==> src/rtl/io_pkg.sv <==
// Shared I/O constants: switch width, debounce defaults and the I/O-region map seen by the LSU.
package io_pkg;

  localparam int unsigned SW_WIDTH          = 18;
  localparam int unsigned SW_TICK_DIV       = 50000;  // 1 ms sample period at 50 MHz
  localparam int unsigned SW_STABLE_SAMPLES = 4;

  localparam logic [31:0] IO_BASE      = 32'h1000_0000;
  localparam logic [31:0] IO_LEDR_BASE = 32'h1000_0000;
  localparam logic [31:0] IO_LEDG_BASE = 32'h1000_1000;
  localparam logic [31:0] IO_HEX_BASE  = 32'h1000_2000;
  localparam logic [31:0] IO_LCD_BASE  = 32'h1000_4000;
  localparam logic [31:0] IO_SW_BASE   = 32'h1001_0000;

  // Debounced edge decision for one switch bit on a given cycle.
  typedef enum logic [1:0] {
    EdgeNone,
    EdgeRise,
    EdgeFall
  } edge_e;

  // Prescaler width; never less than one bit so TICK_DIV=1 still builds.
  function automatic int unsigned cnt_width(int unsigned div);
    return (div <= 1) ? 1 : $clog2(div);
  endfunction

endpackage

==> src/rtl/io_sw_debounce_if.sv <==
// Switch-conditioning bundle: raw switch levels in, debounced levels, edge pulses and tick out.
interface io_sw_debounce_if
  import io_pkg::*;
#(
  parameter int unsigned WIDTH = SW_WIDTH
) ();

  logic [WIDTH-1:0] i_sw;
  logic [WIDTH-1:0] o_sw;
  logic [WIDTH-1:0] o_sw_rise;
  logic [WIDTH-1:0] o_sw_fall;
  logic             o_tick;

  modport master (
    output i_sw,
    input  o_sw,
    input  o_sw_rise,
    input  o_sw_fall,
    input  o_tick
  );

  modport slave (
    input  i_sw,
    output o_sw,
    output o_sw_rise,
    output o_sw_fall,
    output o_tick
  );

endinterface

==> src/rtl/sync_2ff.sv <==
// Two-flop synchroniser for asynchronous board inputs; synchronous active-low reset.
module sync_2ff #(
  parameter int unsigned WIDTH = 1
) (
  input  logic             i_clk,
  input  logic             i_reset,
  input  logic [WIDTH-1:0] i_d,
  output logic [WIDTH-1:0] o_q
);

  logic [WIDTH-1:0] sync1_q;
  logic [WIDTH-1:0] sync2_q;

  always_ff @(posedge i_clk) begin
    if (!i_reset) begin
      sync1_q <= '0;
      sync2_q <= '0;
    end else begin
      sync1_q <= i_d;
      sync2_q <= sync1_q;
    end
  end

  assign o_q = sync2_q;

endmodule

==> src/rtl/io_sw_debounce.sv <==
// Switch debouncer: 2FF sync, shared sample-tick prescaler, per-bit sample history,
// registered debounced level plus one-cycle rise/fall pulses.
module io_sw_debounce
  import io_pkg::*;
#(
  parameter int unsigned WIDTH          = SW_WIDTH,
  parameter int unsigned TICK_DIV       = SW_TICK_DIV,
  parameter int unsigned STABLE_SAMPLES = SW_STABLE_SAMPLES
) (
  input  logic            i_clk,
  input  logic            i_reset,
  io_sw_debounce_if.slave sw_if
);

  localparam int unsigned CntW = cnt_width(TICK_DIV);
  localparam int unsigned S    = STABLE_SAMPLES;

  logic [WIDTH-1:0] sync2;

  sync_2ff #(
    .WIDTH(WIDTH)
  ) u_sync (
    .i_clk  (i_clk),
    .i_reset(i_reset),
    .i_d    (sw_if.i_sw),
    .o_q    (sync2)
  );

  // Prescaler
  logic [CntW-1:0] cnt_q, cnt_d;
  logic            tick_now;
  logic            tick_q;

  assign tick_now = (cnt_q == CntW'(TICK_DIV - 1));
  assign cnt_d    = tick_now ? '0 : cnt_q + CntW'(1);

  // History and debounced state
  logic [WIDTH-1:0][S-1:0] hist_q, hist_d;
  logic [WIDTH-1:0]        sw_q, sw_d;
  logic [WIDTH-1:0]        rise_q, rise_d;
  logic [WIDTH-1:0]        fall_q, fall_d;
  edge_e                   edge_kind [WIDTH];

  always_comb begin
    for (int b = 0; b < WIDTH; b++) begin
      hist_d[b]    = hist_q[b];
      edge_kind[b] = EdgeNone;
      if (tick_now) begin
        hist_d[b] = {hist_q[b][S-2:0], sync2[b]};
        // Decision uses the freshly shifted history so the change lands on the sampling edge.
        if ((&hist_d[b]) && !sw_q[b]) begin
          edge_kind[b] = EdgeRise;
        end else if (!(|hist_d[b]) && sw_q[b]) begin
          edge_kind[b] = EdgeFall;
        end
      end
    end
  end

  always_comb begin
    sw_d   = sw_q;
    rise_d = '0;
    fall_d = '0;
    for (int b = 0; b < WIDTH; b++) begin
      unique case (edge_kind[b])
        EdgeRise: begin
          sw_d[b]   = 1'b1;
          rise_d[b] = 1'b1;
        end
        EdgeFall: begin
          sw_d[b]   = 1'b0;
          fall_d[b] = 1'b1;
        end
        default: ;
      endcase
    end
  end

  always_ff @(posedge i_clk) begin
    if (!i_reset) begin
      cnt_q  <= '0;
      tick_q <= 1'b0;
      hist_q <= '0;
      sw_q   <= '0;
      rise_q <= '0;
      fall_q <= '0;
    end else begin
      cnt_q  <= cnt_d;
      tick_q <= tick_now;
      hist_q <= hist_d;
      sw_q   <= sw_d;
      rise_q <= rise_d;
      fall_q <= fall_d;
    end
  end

  assign sw_if.o_sw      = sw_q;
  assign sw_if.o_sw_rise = rise_q;
  assign sw_if.o_sw_fall = fall_q;
  assign sw_if.o_tick    = tick_q;

  rise_fall_exclusive_a : assert property (@(posedge i_clk) disable iff (!i_reset)
    ((rise_q & fall_q) == '0));

endmodule

==> src/flat_wrapper.sv <==
// flat-port wrapper written by rule: the top's interface ports become plain ports
module io_sw_debounce_flat import io_pkg::*;
#(
  parameter int unsigned WIDTH          = SW_WIDTH,
  parameter int unsigned TICK_DIV       = SW_TICK_DIV,
  parameter int unsigned STABLE_SAMPLES = SW_STABLE_SAMPLES
)
  (i_clk, i_reset, sw_if_i_sw, sw_if_o_sw, sw_if_o_sw_rise, sw_if_o_sw_fall, sw_if_o_tick);
  io_sw_debounce_if #(.WIDTH(WIDTH)) sw_if_i ();
  input  logic i_clk;
  input  logic i_reset;
  input wire logic [$bits(sw_if_i.i_sw)-1:0] sw_if_i_sw;
  output wire logic [$bits(sw_if_i.o_sw)-1:0] sw_if_o_sw;
  output wire logic [$bits(sw_if_i.o_sw_rise)-1:0] sw_if_o_sw_rise;
  output wire logic [$bits(sw_if_i.o_sw_fall)-1:0] sw_if_o_sw_fall;
  output wire logic [$bits(sw_if_i.o_tick)-1:0] sw_if_o_tick;
  assign sw_if_i.i_sw = sw_if_i_sw;
  assign sw_if_o_sw = sw_if_i.o_sw;
  assign sw_if_o_sw_rise = sw_if_i.o_sw_rise;
  assign sw_if_o_sw_fall = sw_if_i.o_sw_fall;
  assign sw_if_o_tick = sw_if_i.o_tick;
  io_sw_debounce #(.WIDTH(WIDTH), .TICK_DIV(TICK_DIV), .STABLE_SAMPLES(STABLE_SAMPLES)) u_core (.i_clk(i_clk), .i_reset(i_reset), .sw_if(sw_if_i));
endmodule
==> config.mk <==
export PLATFORM = sky130hd
export DESIGN_NAME = io_sw_debounce_flat
export DESIGN_NICKNAME = d
export VERILOG_FILES = /design/src/rtl/io_pkg.sv /design/src/rtl/io_sw_debounce_if.sv /design/src/rtl/sync_2ff.sv /design/src/rtl/io_sw_debounce.sv /design/src/flat_wrapper.sv
export SDC_FILE = /design/constraint.sdc
export NUM_CORES = 1
export LEC_CHECK = 0
export ABC_AREA = 1
export BUFFER_PORTS_ARGS = -buffer_cell sky130_fd_sc_hd__buf_2
export CORE_UTILIZATION = 60
export CTS_CLUSTER_SIZE = 8
export DETAILED_ROUTE_END_ITERATION = 12
export PLACE_DENSITY_LB_ADDON = 0.12
export SLEW_MARGIN = 5
export SYNTH_ARGS = -nofsm -noshare
export SYNTH_HDL_FRONTEND = slang
export SYNTH_SLANG_ARGS = --single-unit
==> constraint.sdc <==
create_clock -name i_clk -period 4.7 [get_ports i_clk]
set_clock_uncertainty 0.15 [all_clocks]
set_input_delay 0.235 -clock i_clk [delete_from_list [all_inputs] [get_ports i_clk]]
set_output_delay 0.235 -clock i_clk [all_outputs]
set_load 0.005 [all_outputs]
Yosys cells after proc, flatten, opt, wreduce, memory -nomap -nowiden
Cells that the tools add are included.
- reduce and logical (&&, ||, !) cells: 127
- equal/unequal tests: 37
- mux-type cells: 108
- add/subtract/negate cells: 1
- bitwise logic cells: 1
- operator list (kind ; number):
    2-to-1 mux 2 bit ; 54
    AND reduction 4 bit ; 18
    OR reduction 4 bit ; 18
    equality test 2 x 1 -> 1 bit (second input constant) ; 18
    equality test 2 bit (second input constant) ; 18
    logical AND 1 bit ; 36
    zero test 1 bit ; 36
    2-to-1 mux 1 bit ; 36
    one-hot mux 1 bit (2 select lines) ; 18
    nonzero test 2 bit ; 18
    adder 16 x 1 -> 16 bit (second input constant) ; 1
    equality test 16 bit (second input constant) ; 1
    OR reduction 2 bit ; 1
    inverter 1 bit ; 1
- register bits after elaboration: 161

Depth between registers and ports, before layout
- depth after elaboration: 8
- depth in mapped cells: 13
- depth with buffers taken out: 12

Cells and area by module
Synthesis repeated with hierarchy kept, for this count alone.
- cells, all modules: 828
- area, all modules: 6573.8 µm²
- modules (own cells, without submodules) (module ; area each (µm²) ; times used ; cells an instance):
    io_sw_debounce ; 5541.6 ; 1 ; 716
    sync_2ff ; 1032.2 ; 1 ; 112

Worst setup path after synthesis
Ideal clock, no wire load.
- path kind: reg-to-reg
- start: reg u_core.cnt_q[0]
- end: reg u_core.sw_q[11], in the netlist u_core.sw_if.o_sw[11]
- required time: 4.422 ns
- path buffers: 1
- arrival time: 1.813 ns
- clock period less this slack: 2.090 ns
- slack: 2.610 ns
- cell stages (with the launch flop): 11
- cell sequence: dfxtp_1 > ha_1 > nand3_4 > nor2_2 > nand2_2 > buf_4 > or2_1 > ha_1 > nor2_1 > a21oi_1 > nor2_1
- longest elaborated chain between the ends: 4
- elaborated cells between the ends (all ways): 6
- RTL lines (element ; RTL line ; RTL):
    start, declared ; io_sw_debounce.sv:30 ; logic [CntW-1:0] cnt_q, cnt_d;
    start signal, assigned ; io_sw_debounce.sv:88 ; cnt_q <= cnt_d;
    equality test 16 bit (*) ; io_sw_debounce.sv:34 ; assign tick_now = (cnt_q == CntW'(TICK_DIV - 1));
    2-to-1 mux 2 bit (*) ; io_sw_debounce.sv:48 ; if (tick_now) begin
    equality test 2 bit or equality test 2 x 1 -> 1 bit (tied branches) ; io_sw_debounce.sv:65 ; unique case (edge_kind[b])
    one-hot mux 1 bit (2 select lines) or nonzero test 2 bit (tied branches) ; n/a ;
    end signal, assigned ; io_sw_debounce.sv:91 ; sw_q <= sw_d;
    end, declared ; io_sw_debounce.sv:39 ; logic [WIDTH-1:0] sw_q, sw_d;
Every way passes the cells marked *; elsewhere a longest branch is shown, timed or not.
A chain may end at the register's enable or synchronous reset.

Worst setup path in the final report
- start: reg u_core.cnt_q[0]
- end: reg u_core.sw_q[1], in the netlist u_core.sw_if.o_sw[1]
The elaborated chain is that of the path after synthesis.

==> results.md <==
- Critical path endpoint category: flip-flop
- CTS tree: built
- Sw Pwr: around 0.57 mW
- Netlist cell types: 30
- Initial core utilization: 61.53%
- Buf/Inv on CP: 1
- Post-synth ARST share: 0%
- RR Endpoint: u_core.sw_if.o_sw[1]
- Ant. Diodes: 0
- Hold Crit Start: i_reset
- Drt wl/cell: 12.53 um
- Flop pwr share: 46.6%
- Largest net degree at the start of global routing: 109
- Syn Area/Cell: 7.795 um^2
- R2R depth: 10
- Share of the synthesized area in the top cell type: 48.53%
- Core box area: around 11000 um^2
- Vias in the first global route: between 4000 and 5000
- Layout cells sized above 1: a little over an eighth
- Sw frac: 19.14%
- Row count: 38
- CTS Sinks: 161
- Gpl congestion: ~0.8
- Die footprint: 11490 um^2
- Worst Hold End: u_core.u_sync.sync1_q[10]
- Clock slew at reported path FFs: 0.06 ns
- Largest family of logic cells by synthesized area: simple AND/OR/NAND/NOR gates
- Max-cap violations: 0
- Grt ovf: 0
- Hold WS: 0.1928 ns
- H-tree levels: 4
- Comb pwr share: under 10%
- Final HPWL DP: a little over 8 mm
- Mapped Area: 6641 um^2
- Top FF cell, synth: dfxtp_1
- Clock buffer depth: 2
- Initial DRC count: roughly 340
- Max Clock Freq: 361.3 MHz
- Syn-to-layout area delta: 18.54%
- Root Buffer: clkbuf_8
- CP max-delay cell: dfxtp_1
- Adder-cell share of the synthesized area: 7.159%
- Post-synthesis xor/xnor area fraction: 0.5275%
- Post CTS Setup Buffer Count: 0
- Final slew viol count: 0
- Post-synthesis sequential area ratio: 48.53%
- Slew @ Worst Pin: roughly 1.1 ns
- Minimum clock period after layout: 2.768 ns
- Clock network power share: 51.2%
- Final Instance Area: 7873 um^2
- Setup TNS Final: 0 ns
- Post-Syn Nets: 910
- Residual DRC: 0
- Port Buffer Count: 74
- Post-synth top cells: 167 x nand2_1, 161 x dfxtp_1, 114 x nor2_1
- Most area-consuming cells after synthesis: dfxtp_1 49%, nand2_1 9.4%, ha_1 7.2%, nor2_1 6.4%, nand3_1 6.3%
- Drt pass-1 iters: 5
- Post_cts resized: 0
- Register bit count reported by yosys: 161
- Yosys top cell by area: dfxtp_1
- CP top delay family: simple AND/OR/NAND/NOR gates
- Io pins: 75
- Internal power: 2.415 mW
- Post-synthesis compound-gate area fraction: approximately 2.2%
- Total chip power: ~3 mW
- Fin. Hold Viols: 0
- GRT Util Overall: 24.53%
- WP data arrival: 3.01 ns
- Post-synthesis mux area share: 0%
- Remaining antenna violation count: 0
- Hold Crit Depth: 3
- EDFF count, synth: 0
- Initial antenna violation count: 0
- Period utilization: 58.90%
- Cells along the critical path: ha_1, nand3_4, nor2_2, nand2_2, inv_2, nand3_1, ha_1, nor2_1, a21oi_1, nor2_1
- Startpoint types: flip-flop
- RSZ-0062 raised after global routing: false
- First-pass GRT wire length: 22.14 mm
- Layout Nets: 985
- Syn Inst Count: 852
- Placed Area: approximately 7000 um^2
- Yosys warns: 0
- Status: completed
- Setup CP Type: reg -> reg
- CP max stage delay: 0.38 ns
- Setup violations, final: 0
- Critical Path RT: about 4.9 ns
- Clk_lat worst skew: 0.53 ns
- Via count: 5613
- Hold Crit Class: in -> reg
- Simple logic cell fraction of the synthesized area: 32.84%
- Final Core Density: between 70 and 80%
- Via density: about 5.2
- Reg-to-reg slack, setup: 1.93 ns
- CTS Buf Count: 17
- Die height: 107.2 um
- Static leakage: between 3 and 4 nW
- Most common cell in the netlist: nand2_1
- CP Max Fanout: 26
- Slew headroom: 29.77%
- RR Startpoint: u_core.cnt_q[0]
- Peak supply drop: 304.6 uV
- Wirelength, routed: 13.52 mm
- Pwr/cell area: between 300 and 400 nW/um^2
- Die X: between 100 and 150 um
## cell type report
type | instances | area, um^2
clock buffers | 21 | 459.2
repair buffers | 95 | 575.6
flip-flops and latches | 161 | 3223
inverters | 106 | 397.9
well taps | 140 | 175.2
multi-input cells | 546 | 2836
fillers | 819 | 2920
clock inverters | 10 | 205.2
## per-layer routing
layer | part of all wire [%] | up-vias | track usage (%)
li1 | - | 2893 | -
met1 | 46 | 2572 | 30.06
met2 | 49 | 129 | 41.71
met3 | 4.0 | 19 | 5.410
met4 | 1.5 | 0 | 9.785
met5 | 0 | - | 0
## kinds of logic (layout without fill, tap and decap cells)
logic type,after synthesis,in the layout
buffers and inverters,145,232
DFF,161,161
AOI/OAI and AO/OA,29,29
and+or+nand+nor,475,475
adders and majority gates,38,38
xor gates and xnor gates,4,4
## worst register-to-register path: stages, from the launching register on
cell     delay, ns
dfxtp_1       0.38
ha_1          0.24
nand3_4       0.13
nor2_2        0.20
nand2_2       0.38
inv_2         0.40
nand3_1       0.18
ha_1          0.34
nor2_1        0.05
a21oi_1       0.13
nor2_1        0.05
## sequential cells by signal, indices dropped and copies added, names as in the netlist
signal,count
u_core.u_sync.sync1_q,18
u_core.sw_if.o_sw,18
u_core.sw_if.o_sw_rise,18
u_core.hist_q,54
u_core.cnt_q,16
u_core.u_sync.o_q,18
u_core.sw_if.o_sw_fall,18
u_core.sw_if.o_tick,1
## power groups by stage
stage	registers [mW]	logic [mW]	clock network, mW
final	1.39	0.0663	1.53
after global routing	1.39	0.0743	1.61
after floorplan	1.42	0.0395	0
after global placement	1.42	0.0531	0
after detailed placement	1.42	0.0545	0
after CTS	1.39	0.0659	1.56
## cells in the final DEF, fill, tap and decap left out, types with 18 or more instances in the layout
| master | Yosys | layout |
|---|---|---|
| a21oi_1 | 26 | 26 |
| buf_2 | 18 | 73 |
| dfxtp_1 | 161 | 161 |
| dlygate4sd3_1 | 0 | 18 |
| ha_1 | 38 | 38 |
| inv_1 | 103 | 103 |
| nand2_1 | 167 | 167 |
| nand3_1 | 84 | 84 |
| nand4_1 | 66 | 66 |
| nor2_1 | 114 | 114 |
## how the worst max path moves through the flow
stage,cells past startpoint,from,slack [ns],to
CTS,10,u_core.cnt_q[0],1.94,u_core.sw_if.o_sw[13]
floorplan,10,u_core.cnt_q[0],2.61,u_core.sw_if.o_sw[11]
global route,10,u_core.cnt_q[0],1.72,u_core.sw_if.o_sw[13]
detailed placement,10,u_core.cnt_q[0],2.02,u_core.sw_if.o_sw[3]
global placement,10,u_core.cnt_q[0],2.09,u_core.sw_if.o_sw[2]
finish,10,u_core.cnt_q[0],1.93,u_core.sw_if.o_sw[1]
## timing repair
item	CTS	global route
hold buffers	18	0
setup endpoints to repair	0	0
endpoints found under the hold margin	18	0
## stage by stage
step / cells / setup slack, ns
2_1_floorplan: 852 / 2.610
3_3_place_gp: 1030 / 2.094
3_5_place_dp: 1030 / 2.023
4_1_cts: 1079 / 1.937
5_1_grt: 1079 / 1.720
6_report: 1079 / 1.932
(Power assumes the default switching activity.)
